$ cat config.mk
export PLATFORM = sky130hd
export DESIGN_NAME = usiq_packer_flat
export DESIGN_NICKNAME = d
export VERILOG_FILES = /design/src/rtl/usiq_if.sv /design/src/rtl/usiq_packer.sv /design/src/flat_wrapper.sv
export SDC_FILE = /design/constraint.sdc
export NUM_CORES = 1
export LEC_CHECK = 0
export CAP_MARGIN = 40
export CELL_PAD_IN_SITES_DETAIL_PLACEMENT = 0
export CELL_PAD_IN_SITES_GLOBAL_PLACEMENT = 1
export CORE_UTILIZATION = 30
export CTS_CLUSTER_DIAMETER = 40
export DETAILED_ROUTE_END_ITERATION = 10
export HOLD_SLACK_MARGIN = 0.08
export PLACE_DENSITY = 0.65
export SYNTH_ARGS = -nofsm -noshare
export SYNTH_HDL_FRONTEND = slang
export SYNTH_SLANG_ARGS = --single-unit
$ cat constraint.sdc
create_clock -name clk -period 2.5 [get_ports clk]
set_clock_uncertainty 0.05 [all_clocks]
set_input_delay 0.25 -clock clk [delete_from_list [all_inputs] [get_ports clk]]
set_output_delay 0.25 -clock clk [all_outputs]
set_load 0.1 [all_outputs]
$ cat src/rtl/usiq_if.sv
// AXI-stream style output bus of the upstream I/Q packer, toward the FIFO write port.
// Handshake: a word transfers on a posedge where out_tvalid && out_tready; once valid
// is raised, data/last/user hold steady and valid stays high until that transfer.
interface usiq_if;
  logic [23:0] out_tdata;
  logic        out_tvalid;
  logic        out_tready;
  logic        out_tlast;
  logic [1:0]  out_tuser;

  modport master (output out_tdata, output out_tvalid, output out_tlast,
                  output out_tuser, input out_tready);
  modport slave  (input out_tdata, input out_tvalid, input out_tlast,
                  input out_tuser, output out_tready);
endinterface

$ cat src/rtl/usiq_packer.sv
// Serialises parallel per-receiver I/Q sample instants into a framed 24-bit word stream,
// with one staging slot ahead of the active group and whole-instant drop on overrun.
module usiq_packer #(
  parameter int NR  = 4,
  parameter int SPP = 16
) (
  input  logic            clk,
  input  logic            rst_n,
  input  logic            rx_strobe,
  input  logic [NR*48-1:0] rx_iq,
  input  logic [3:0]      nrx_active,
  usiq_if.master          m_axis,
  output logic [15:0]     drop_count,
  output logic            fsm_state
);

  typedef enum logic {IDLE = 1'b0, SEND = 1'b1} state_t;

  state_t            state_q, state_d;
  logic [NR*48-1:0]  stage_q, stage_d;
  logic [NR*48-1:0]  sh_q, sh_d;
  logic              stage_full_q, stage_full_d;
  logic [3:0]        word_q, word_d;
  logic [7:0]        group_q, group_d;
  logic [3:0]        nr_act_q, nr_act_d;
  logic              overrun_q, overrun_d;
  logic              user1_q, user1_d;
  logic [15:0]       drop_q, drop_d;

  logic              accept, last_word, first_word, move, drop;
  logic [7:0]        group_next;
  logic [3:0]        nr_clamp;
  logic [4:0]        last_idx;
  logic [47:0]       sel;

  always_comb begin
    nr_clamp = nrx_active;
    if (nrx_active == 4'd0)
      nr_clamp = 4'd1;
    else if (nrx_active > 4'(NR))
      nr_clamp = 4'(NR);
    last_idx   = {nr_act_q, 1'b0} - 5'd1;
    last_word  = ({1'b0, word_q} == last_idx);
    first_word = (word_q == 4'd0) && (group_q == 8'd0);
    accept     = (state_q == SEND) && m_axis.out_tready;
    group_next = (group_q == 8'(SPP - 1)) ? 8'd0 : group_q + 8'd1;
    // The stage empties into the shift register either from IDLE or exactly when the
    // last word of the current group is accepted, which keeps back-to-back groups gapless.
    move       = stage_full_q && ((state_q == IDLE) || (accept && last_word));
    drop       = rx_strobe && stage_full_q && !move;
  end

  // FSM: state register
  always_ff @(posedge clk) begin
    if (!rst_n) state_q <= IDLE;
    else        state_q <= state_d;
  end

  // FSM: next state
  always_comb begin
    state_d = state_q;
    case (state_q)
      IDLE:    if (move) state_d = SEND;
      SEND:    if (accept && last_word && !stage_full_q) state_d = IDLE;
      default: state_d = IDLE;
    endcase
  end

  // FSM: outputs
  always_comb begin
    sel = '0;
    for (int k = 0; k < NR; k++)
      if (word_q[3:1] == 3'(k)) sel = sh_q[k*48 +: 48];
    m_axis.out_tvalid = (state_q == SEND);
    m_axis.out_tdata  = '0;
    if (state_q == SEND)
      m_axis.out_tdata = word_q[0] ? sel[23:0] : sel[47:24];
    m_axis.out_tlast  = (state_q == SEND) && last_word && (group_q == 8'(SPP - 1));
    m_axis.out_tuser  = {(state_q == SEND) && first_word && user1_q,
                         (state_q == SEND) && first_word};
    drop_count        = drop_q;
    fsm_state         = state_q;
  end

  always_comb begin
    stage_d      = stage_q;
    stage_full_d = stage_full_q;
    sh_d         = sh_q;
    word_d       = word_q;
    group_d      = group_q;
    nr_act_d     = nr_act_q;
    overrun_d    = overrun_q;
    user1_d      = user1_q;
    drop_d       = drop_q;
    if (accept) begin
      if (last_word) begin
        word_d  = 4'd0;
        group_d = group_next;
      end else begin
        word_d  = word_q + 4'd1;
      end
    end
    if (move) begin
      sh_d         = stage_q;
      stage_full_d = 1'b0;
      word_d       = 4'd0;
      // Packet header is frozen at load so tuser stays stable while the word is held;
      // drops after this point are reported on the following packet.
      if (group_d == 8'd0) begin
        nr_act_d  = nr_clamp;
        user1_d   = overrun_q;
        overrun_d = 1'b0;
      end
    end
    if (rx_strobe && !drop) begin
      stage_d      = rx_iq;
      stage_full_d = 1'b1;
    end
    if (drop) begin
      overrun_d = 1'b1;
      if (drop_q != 16'hFFFF) drop_d = drop_q + 16'd1;
    end
  end

  always_ff @(posedge clk) begin
    if (!rst_n) begin
      stage_q      <= '0;
      stage_full_q <= 1'b0;
      sh_q         <= '0;
      word_q       <= 4'd0;
      group_q      <= 8'd0;
      nr_act_q     <= 4'd1;
      overrun_q    <= 1'b0;
      user1_q      <= 1'b0;
      drop_q       <= 16'd0;
    end else begin
      stage_q      <= stage_d;
      stage_full_q <= stage_full_d;
      sh_q         <= sh_d;
      word_q       <= word_d;
      group_q      <= group_d;
      nr_act_q     <= nr_act_d;
      overrun_q    <= overrun_d;
      user1_q      <= user1_d;
      drop_q       <= drop_d;
    end
  end

endmodule
$ cat src/flat_wrapper.sv
// flat-port wrapper written by rule: the top's interface ports become plain ports
module usiq_packer_flat 
#(
  parameter int NR  = 4,
  parameter int SPP = 16
)
  (clk, rst_n, rx_strobe, rx_iq, nrx_active, drop_count, fsm_state, m_axis_out_tdata, m_axis_out_tvalid, m_axis_out_tlast, m_axis_out_tuser, m_axis_out_tready);
  usiq_if m_axis_i ();
  input  logic clk;
  input  logic rst_n;
  input  logic rx_strobe;
  input  logic [NR*48-1:0] rx_iq;
  input  logic [3:0] nrx_active;
  output logic [15:0] drop_count;
  output logic fsm_state;
  output wire logic [$bits(m_axis_i.out_tdata)-1:0] m_axis_out_tdata;
  output wire logic [$bits(m_axis_i.out_tvalid)-1:0] m_axis_out_tvalid;
  output wire logic [$bits(m_axis_i.out_tlast)-1:0] m_axis_out_tlast;
  output wire logic [$bits(m_axis_i.out_tuser)-1:0] m_axis_out_tuser;
  input wire logic [$bits(m_axis_i.out_tready)-1:0] m_axis_out_tready;
  assign m_axis_out_tdata = m_axis_i.out_tdata;
  assign m_axis_out_tvalid = m_axis_i.out_tvalid;
  assign m_axis_out_tlast = m_axis_i.out_tlast;
  assign m_axis_out_tuser = m_axis_i.out_tuser;
  assign m_axis_i.out_tready = m_axis_out_tready;
  usiq_packer #(.NR(NR), .SPP(SPP)) u_core (.clk(clk), .rst_n(rst_n), .rx_strobe(rx_strobe), .rx_iq(rx_iq), .nrx_active(nrx_active), .m_axis(m_axis_i), .drop_count(drop_count), .fsm_state(fsm_state));
endmodule
==> metrics.txt, run 1 <==
status=complete, but fails checks; failing checks=negative setup slack; DRC Markers=0; power share of the clock group=0.500; required time of the critical path=2200 ps; post-synthesis cell count=between 2000 and 2500; share of layout cells above drive strength 1=0.309; share of power burned in registers=0.371; post-synthesis sequential area ratio=0.506; CTS max path bufs=3; P per Cell Area=between 700 and 800 nW/um2; dominant synthesized flop cell=dfxtp_1; ANT nets after route=0; maximum vdd drop=around 0.47 mV; first-iteration detailed-routing DRC count=about 1300; FP Rows=85; Post-synth ARST share=0; fin nets=roughly 2700; vias per std cell=5.10; leak pwr=slightly above 0.01 uW; Crit Path Class=flip-flop to output port; switch share=0.262; Max stage delay cell, worst path=mux4_2; crit start category=flip-flop; Synthesized Nets=~2300; die height=between 200 and 250 um; WHS Path Cells=3; Core Region=between 50000 and 60000 um2; routed via count=16543; Ys Warns=0; DP Area=about 21000 um2; Slew Viols, Final=0; Yosys cell types=53; hold path startpoint=rx_iq[83]; DR WL/cell=roughly 22 um; Final Cycle Share=1.10; fin cells=~3200; clock slew at reported path FFs=~50 ps; Clock Sinks=420; DP HPWL=between 40000 and 50000 um; Comb power frac=0.129; die area=56300 um2; RR Startpoint=u_core.nr_act_q[1]$_SDFFE_PN0P_; layout overhead on the synthesized area=65.4%; CTS buffer count=70; setup slack after layout=-250 ps; Setup TNS=-54630 ps; Finished Core Util=0.506; CP cell instances=buf_12, clkbuf_16, mux4_2, nor2_2, o31ai_2, buf_4, and2_4, buf_12; chip width=237 um; max-cap violation count=0; unrepaired setup endpoints after global routing=yes; upper clock frequency limit=364 MHz; area of the mapped netlist=between 15000 and 20000 um2; vias in the first global route=approximately 16000; Worst Setup SP=u_core.word_q[1]$_SDFFE_PP0P_; gr ovfl total=0; Worst slew margin=0.649; Antenna diodes=0; aggregate routed wire length=~70000 um; clock period minus worst slack=approximately 2800 ps; CTS tree=done; Avg Inst Size Synth=just under 8 um2; largest net degree at the start of global routing=98; crit-path max FO=4; Worst Path Arrival=2450 ps; GRT Total Usage=0.219; internal power=14300 uW; DP Cell Count=approximately 3000; most used cell, CP=buf_12; FF-to-FF path depth=15; number of enable flip-flop cells after synthesis=0; I/O Buffers=244; Root Buffer=clkbuf_16; final instance area=about 27000 um2; Placement Setup Slack=-187 ps; endpoint class of the critical path=output port; endpoints failing hold=0; Worst-Skew Late Latency=about 610 ps; Max stage delay on crit path=between 500 and 600 ps; DR pass1 iterations=5; initial antenna violation count=0; wire length of the first global-routing pass=around 93000 um; I/O pin count=~250; # setup viols final=between 400 and 500; Yosys reg bits=420; hold crit path type=input pin to flip-flop; worst-margin pin slew=527 ps; H-tree depth=3; GPL Wtd Cong=roughly 0.83; Initial Util=0.306; NetSw=a little over 5000 uW
layout by cell type (no fill, tap or decap), types with 9 or more instances in the layout:
cell / instances
nand2_1: 679
nand3_1: 10
nand2_4: 56
buf_6: 50
clkbuf_8: 9
mux2i_1: 33
xnor2_1: 16
a21oi_2: 97
dfxtp_2: 13
nand2_2: 67
dfxtp_1: 403
mux4_2: 24
buf_16: 27
a21oi_1: 310
buf_12: 80
clkdlybuf4s50_1: 199
buf_4: 98
nor2b_4: 18
clkinvlp_4: 14
nor2_1: 30
clkbuf_16: 100
area by class of cell:
| cell class | count | area (um2) |
|---|---|---|
| Sequential cell | 420 | 8440 |
| Tap cell | 696 | 871 |
| Clock inverter | 40 | 443 |
| Inverter | 13 | 68.8 |
| Multi-Input combinational cell | 1496 | 9210 |
| Clock buffer | 86 | 1920 |
| Fill cell | 4983 | 26800 |
| Timing Repair Buffer | 491 | 6500 |
Yosys cell counts (8+ instances only):
library cell	instances	share of area
a21oi_1	413	0.12
and2_1	12	0.0045
buf_1	9	0.0020
buf_2	24	0.0072
clkbuf_1	123	0.028
dfxtp_1	420	0.51
inv_1	10	0.0023
mux2i_1	40	0.024
mux4_2	24	0.033
nand2_1	803	0.18
nand3_1	10	0.0030
nor2_1	40	0.0090
nor2b_1	19	0.0072
nor3_1	8	0.0024
nor4_1	8	0.0030
o22ai_1	18	0.0068
o31ai_1	9	0.0041
xnor2_1	16	0.0084
metrics by stage:
step                hold WS [ps]  power, uW
floorplan                    321       8030
global placement             388       8870
detailed placement           394       8890
CTS                          120      18900
global route                 147      19900
finish                       145      19300
kinds of logic (layout without fill, tap and decap cells):
logic type	after synthesis	in the layout	synth area share
xor+xnor	19	19	0.0100
fa+ha+maj	6	6	0.00452
flops	420	420	0.506
buf+inv	172	630	0.0416
simple gates	927	928	0.224
mux	71	71	0.0614
compound gates	472	472	0.152
path summary, 6_finish.rpt:
path                                                        end  slack [ps]
worst max-delay path                       m_axis_out_tdata[15]        -250
worst min-delay path            u_core.stage_q[83]$_SDFFE_PN0P_         140
worst max register to register  u_core.stage_q[70]$_SDFFE_PN0P_        -230
worst min register to register     u_core.sh_q[35]$_SDFFE_PN0P_         400
power groups by stage:
stage	clock (uW)	combinational (uW)	sequential [uW]
floorplan	0	812	7210
global route	10100	2620	7180
CTS	9800	1980	7140
global placement	0	1610	7270
finish	9670	2490	7160
detailed placement	0	1610	7270
state kept, by name, indices dropped and copies added (netlist names), 4 cells and up:
register / flops
u_core.drop_count: 16
u_core.group_q: 8
u_core.nr_act_q: 4
u_core.sh_q: 192
u_core.stage_q: 192
u_core.word_q: 4
critical path, delay by kind of cell (launching register included):
kind	cells	cell delay [ps]
compound gates	1	80
buf+inv	4	590
flops	1	370
mux	1	520
simple gates	2	290
repair_timing:
action,CTS,global route
hold buffers,0,0
pin swaps,39,117
gates resized for setup,171,331
setup buffers,48,50
cloned,22,44
setup endpoints to repair,410,438
per-layer routing:
| metal | GRT usage | share of wire | vias up |
|---|---|---|---|
| met5 | 0 | 0 | - |
| met4 | 0.0893 | 0.032 | 0 |
| met3 | 0.0338 | 0.047 | 114 |
| met2 | 0.349 | 0.46 | 463 |
| met1 | 0.294 | 0.46 | 8162 |
| li1 | - | - | 7804 |
No activity file was read; power rests on OpenSTA's default activity.
==> inputs of run 2 (changes only) <==
--- a/config.mk
+++ b/config.mk
@@ -8,6 +8,7 @@
 export CAP_MARGIN = 40
 export CELL_PAD_IN_SITES_DETAIL_PLACEMENT = 0
 export CELL_PAD_IN_SITES_GLOBAL_PLACEMENT = 1
+export CORE_ASPECT_RATIO = 0.75
 export CORE_UTILIZATION = 30
 export CTS_CLUSTER_DIAMETER = 40
 export DETAILED_ROUTE_END_ITERATION = 10
==> metrics.txt, run 2 (synthesis gave the netlist of run 1 again) <==
Total Power=approximately 17000 uW; NetSw=roughly 4600 uW; Setup TNS=-56000 ps; CTS max path bufs=3; most frequent cells in the layout=663 x nand2_1, 403 x dfxtp_1, 307 x a21oi_1; Core Region=between 50000 and 60000 um2; clock slew at reported path FFs=~60 ps; CTS buffer count=55; die height=206 um; share of power burned in registers=0.411; DP HPWL=around 42000 um; final hold slack=approximately 120 ps; internal power=between 10000 and 15000 uW; power share of the clock group=0.452; largest net degree at the start of global routing=84; Crit Path Class=flip-flop to flip-flop; Root Buffer=clkbuf_16; vias in the first global route=approximately 15000; fin nets=about 2700; FP Rows=74; leak pwr=roughly 0.0096 uW; Initial Util=0.304; max-cap violation count=0; CP cell instances=inv_2, ha_4, xor2_1, a2111o_1, buf_6, buf_6, o31a_1, nor2b_4, buf_12, buf_16, buf_12, buf_16, nand2_1, a21oi_1; Worst-Skew Late Latency=between 600 and 700 ps; I/O pin count=245; I/O Buffers=approximately 240; CP Buf/Inv Count=7; P per Cell Area=between 600 and 700 nW/um2; wire length of the first global-routing pass=around 96000 um; H-tree depth=2; clock period minus worst slack=2730 ps; Max stage delay on crit path=roughly 450 ps; status=complete, but fails checks; layout overhead on the synthesized area=60.2%; setup slack after layout=-232 ps; Placement Setup Slack=-209 ps; hold crit path type=input pin to flip-flop; Finished Core Util=0.488; die area=between 50000 and 60000 um2; endpoints failing hold=0; CP top delay family=compound AO/OA/AOI/OAI gates; Worst Path Arrival=between 3000 and 4000 ps; aggregate routed wire length=67700 um; CTS tree=done; DR pass1 iterations=6; Final Cycle Share=1.09; initial antenna violation count=1; crit-path max FO=7; worst-margin pin slew=between 500 and 600 ps; failing checks=negative setup slack; crit start category=flip-flop; switch share=0.264; upper clock frequency limit=about 370 MHz; GPL Wtd Cong=around 0.88; DR WL/cell=21.1 um; maximum vdd drop=about 0.46 mV; commonest non-fill, non-tap cell in the layout=nand2_1; Max stage delay cell, worst path=a2111o_1; Slew Viols, Final=0; unrepaired setup endpoints after global routing=yes; share of layout cells above drive strength 1=0.301; chip width=274 um; # setup viols final=424; endpoint class of the critical path=flip-flop; required time of the critical path=about 3000 ps; Clock Sinks=between 400 and 500; first-iteration detailed-routing DRC count=around 1500; GRT Total Usage=0.227; ANT nets after route=0; Post-CTS Hold Fix Bufs=0; Comb power frac=0.137; routed via count=about 17000; Worst slew margin=0.619; R2R Setup Slk=-230 ps; gr ovfl total=0; vias per std cell=a little over 5; DRC Markers=0
-- run 2: what timing repair did --
action,in CTS,in global routing
endpoints found under the setup margin,438,436
gates resized for setup,235,284
endpoints found under the hold margin,0,0
cloned,46,14
pin swaps,35,44
buffers inserted,33,31
-- run 2: power groups by stage --
stage	Combinational [uW]	Sequential, uW	Clock (uW)
floorplan	812	7210	0
global placement	1600	7270	0
detailed placement	1610	7270	0
CTS	2140	7140	8000
global route	2530	7180	8320
finish	2400	7160	7880
-- run 2: final timing paths --
path              cells after the start                                to                             from
setup / recovery                     14  u_core.stage_q[176]$_SDFFE_PN0P_  u_core.nr_act_q[1]$_SDFFE_PN0P_
hold / removal                        3   u_core.stage_q[46]$_SDFFE_PN0P_                        rx_iq[46]
hold reg to reg                       2      u_core.sh_q[97]$_SDFFE_PN0P_     u_core.sh_q[97]$_SDFFE_PN0P_
setup reg to reg                     14  u_core.stage_q[176]$_SDFFE_PN0P_  u_core.nr_act_q[1]$_SDFFE_PN0P_
-- run 2: worst register-to-register path, delay by kind of cell (launching register included) --
family / cells / cell delay, ps
AO/OA/AOI/OAI: 3 / 890
XOR/XNOR: 1 / 150
adder cells (fa/ha/maj): 1 / 150
buffers and inverters: 7 / 890
flip-flops: 1 / 340
AND/OR/NAND/NOR: 2 / 200
-- run 2: stage by stage --
stage / area [um2] / cells
after floorplan: 16800 / 2087
after global placement: 20900 / 3001
after detailed placement: 20900 / 3001
after CTS: 25300 / 3178
after global routing: 26600 / 3212
final: 26600 / 3212
-- run 2: cell type report --
class | instances | area [um2]
inverter | 13 | 63.8
sequential | 420 | 8440
clock inverter | 32 | 347
fill | 5087 | 27900
antenna | 1 | 2.50
clock buffer | 67 | 1490
tap | 722 | 903
timing repair buffer | 461 | 6160
multi-input combinational | 1496 | 9190
-- run 2: per-layer routing --
layer / vias to the layer above / global-route usage / part of all wire
met3: 74 / 0.0379 / 0.065
met2: 550 / 0.325 / 0.42
met1: 8189 / 0.345 / 0.49
li1: 7702 / - / -
met4: 0 / 0.0609 / 0.023
met5: - / 0 / 0
==> inputs of run 3 (changes only) <==
--- a/config.mk
+++ b/config.mk
@@ -9,6 +9,7 @@
 export CELL_PAD_IN_SITES_DETAIL_PLACEMENT = 0
 export CELL_PAD_IN_SITES_GLOBAL_PLACEMENT = 1
 export CORE_ASPECT_RATIO = 0.75
+export CORE_MARGIN = 4
 export CORE_UTILIZATION = 30
 export CTS_CLUSTER_DIAMETER = 40
 export DETAILED_ROUTE_END_ITERATION = 10
==> metrics.txt, run 3 (synthesis gave the netlist of run 1 again) <==
leak pwr=a little under 0.01 uW; most frequent cells in the layout=722 x nand2_1, 404 x dfxtp_1, 304 x a21oi_1; Initial Util=0.304; Core Region=54600 um2; share of power burned in registers=0.392; crit start category=flip-flop; setup slack after layout=-278 ps; CTS buffer count=between 50 and 60; ANT nets after route=0; Comb power frac=0.135; WHS Path Cells=3; max-cap violation count=0; die area=about 59000 um2; Root Buffer=clkbuf_16; share of layout cells above drive strength 1=0.275; status=complete, but fails checks; first-iteration detailed-routing DRC count=~1400; vias in the first global route=around 16000; die height=about 210 um; Max stage delay on crit path=450 ps; hold crit path type=input pin to flip-flop; fin nets=2663; endpoints failing hold=0; wire length of the first global-routing pass=between 90000 and 100000 um; worst-margin pin slew=746 ps; required time of the critical path=2990 ps; # fillers=between 5000 and 6000; most used cell, CP=buf_6; internal power=roughly 14000 uW; DR pass1 iterations=5; initial antenna violation count=0; FP Rows=74; switch share=0.259; DRC Markers=0; Crit Path Class=flip-flop to flip-flop; P per Cell Area=roughly 680 nW/um2; Slew Viols, Final=0; Worst Setup SP=u_core.nr_act_q[0]$_SDFFE_PN1P_; maximum vdd drop=between 0.4 and 0.5 mV; Final Cycle Share=1.11; clock period minus worst slack=2780 ps; GRT Total Usage=0.213; endpoint class of the critical path=flip-flop; GPL Wtd Cong=~0.83; CTS tree=done; layout overhead on the synthesized area=61.1%; Post-CTS Hold Fix Bufs=0; NetSw=4720 uW; Antenna diodes=0; DR WL/cell=approximately 21 um; CP cell instances=inv_2, ha_4, xor2_2, a2111o_1, buf_6, buf_6, o31a_1, nor2b_4, buf_6, buf_12, buf_12, buf_16, nand2_1, a21oi_1; crit-path max FO=7; power share of the clock group=0.474; CTS max path bufs=3; Clock Sinks=420; final hold slack=around 140 ps; gr ovfl total=0; unrepaired setup endpoints after global routing=yes; chip width=280 um; Worst-Skew Late Latency=about 610 ps; R2R Setup Slk=-280 ps; worst setup path endpoint=u_core.stage_q[172]$_SDFFE_PN0P_; RR Startpoint=u_core.nr_act_q[0]$_SDFFE_PN1P_; aggregate routed wire length=68700 um; vias per std cell=between 5 and 6; Finished Core Util=0.490; routed via count=between 15000 and 20000; Max stage delay cell, worst path=a2111o_1; Worst slew margin=0.502; failing checks=negative setup slack; Worst Path Arrival=around 3300 ps; upper clock frequency limit=~360 MHz; H-tree depth=2; commonest non-fill, non-tap cell in the layout=nand2_1; I/O pin count=approximately 250; FF-to-FF path depth=14; largest net degree at the start of global routing=57; clock slew at reported path FFs=60 ps; I/O Buffers=around 240; # setup viols final=approximately 420; R2R Path End=u_core.stage_q[172]$_SDFFE_PN0P_; DP HPWL=42400 um
[run 3: changes by cell type in the layout (fill, tap and decap cells not counted), sizes merged, moves of 2 or more]
cell / change
clkbuf: +10
bufinv: +4
clkinv: -3
inv: +2
bufbuf: +2
[run 3: layout make-up]
| type | count | area (um2) | share of cell area |
|---|---|---|---|
| multi-input cells | 1497 | 8950 | 0.335 |
| inverters | 13 | 61.3 | 0.00229 |
| clock buffers | 73 | 1580 | 0.0590 |
| repair buffers | 468 | 6350 | 0.238 |
| clock inverters | 34 | 458 | 0.0171 |
| flip-flops and latches | 420 | 8440 | 0.315 |
| well taps | 722 | 903 | 0.0338 |
[run 3: worst min path at each step]
stage	start	end	slack (ps)
floorplan	rx_strobe	u_core.stage_full_q$_SDFFE_PN0P_	320
CTS	rx_iq[59]	u_core.stage_q[59]$_SDFFE_PN0P_	110
detailed placement	u_core.sh_q[157]$_SDFFE_PN0P_	u_core.sh_q[157]$_SDFFE_PN0P_	390
global route	rx_iq[14]	u_core.stage_q[14]$_SDFFE_PN0P_	120
finish	rx_iq[140]	u_core.stage_q[140]$_SDFFE_PN0P_	140
global placement	u_core.stage_q[146]$_SDFFE_PN0P_	u_core.sh_q[146]$_SDFFE_PN0P_	390
[run 3: metal layers]
metal	GRT usage	wire length [um]
met5	0	0
met4	0.0564	1450
met2	0.308	28900
met1	0.324	33400
met3	0.0416	5010
[run 3: critical path: cells and delay by family (launching register included)]
family	cells	cell delay [ps]
adder cells (fa/ha/maj)	1	160
AO/OA/AOI/OAI	3	880
buffers and inverters	7	870
AND/OR/NAND/NOR	2	230
XOR/XNOR	1	140
flip-flops	1	340
[run 3: repair_timing]
| action | 4_1_cts | 5_1_grt |
|---|---|---|
| endpoints found under the setup margin | 321 | 433 |
| resized for setup | 190 | 229 |
| pin swaps | 29 | 76 |
| gates cloned | 36 | 25 |
| setup buffers | 48 | 13 |
[run 3: metrics by stage]
| stage | worst slack [ps] | area, um2 | TNS (ps) | std cells | total power, uW |
|---|---|---|---|---|---|
| floorplan | -205 | 16800 | -209 | 2087 | 8030 |
| global placement | -125 | 21100 | -9230 | 3008 | 8910 |
| detailed placement | -199 | 21100 | -10700 | 3008 | 8930 |
| CTS | -194 | 25400 | -35090 | 3197 | 18100 |
| global route | -346 | 26700 | -97390 | 3227 | 18800 |
| finish | -278 | 26700 | -68200 | 3227 | 18300 |
[run 3: power groups by stage]
stage          registers, uW  logic, uW  clock network [uW]
6_report                7160       2460                8650
5_1_grt                 7180       2600                9070
4_1_cts                 7130       2160                8780
3_5_place_dp            7270       1660                   0
3_3_place_gp            7260       1650                   0
2_1_floorplan           7210        812                   0
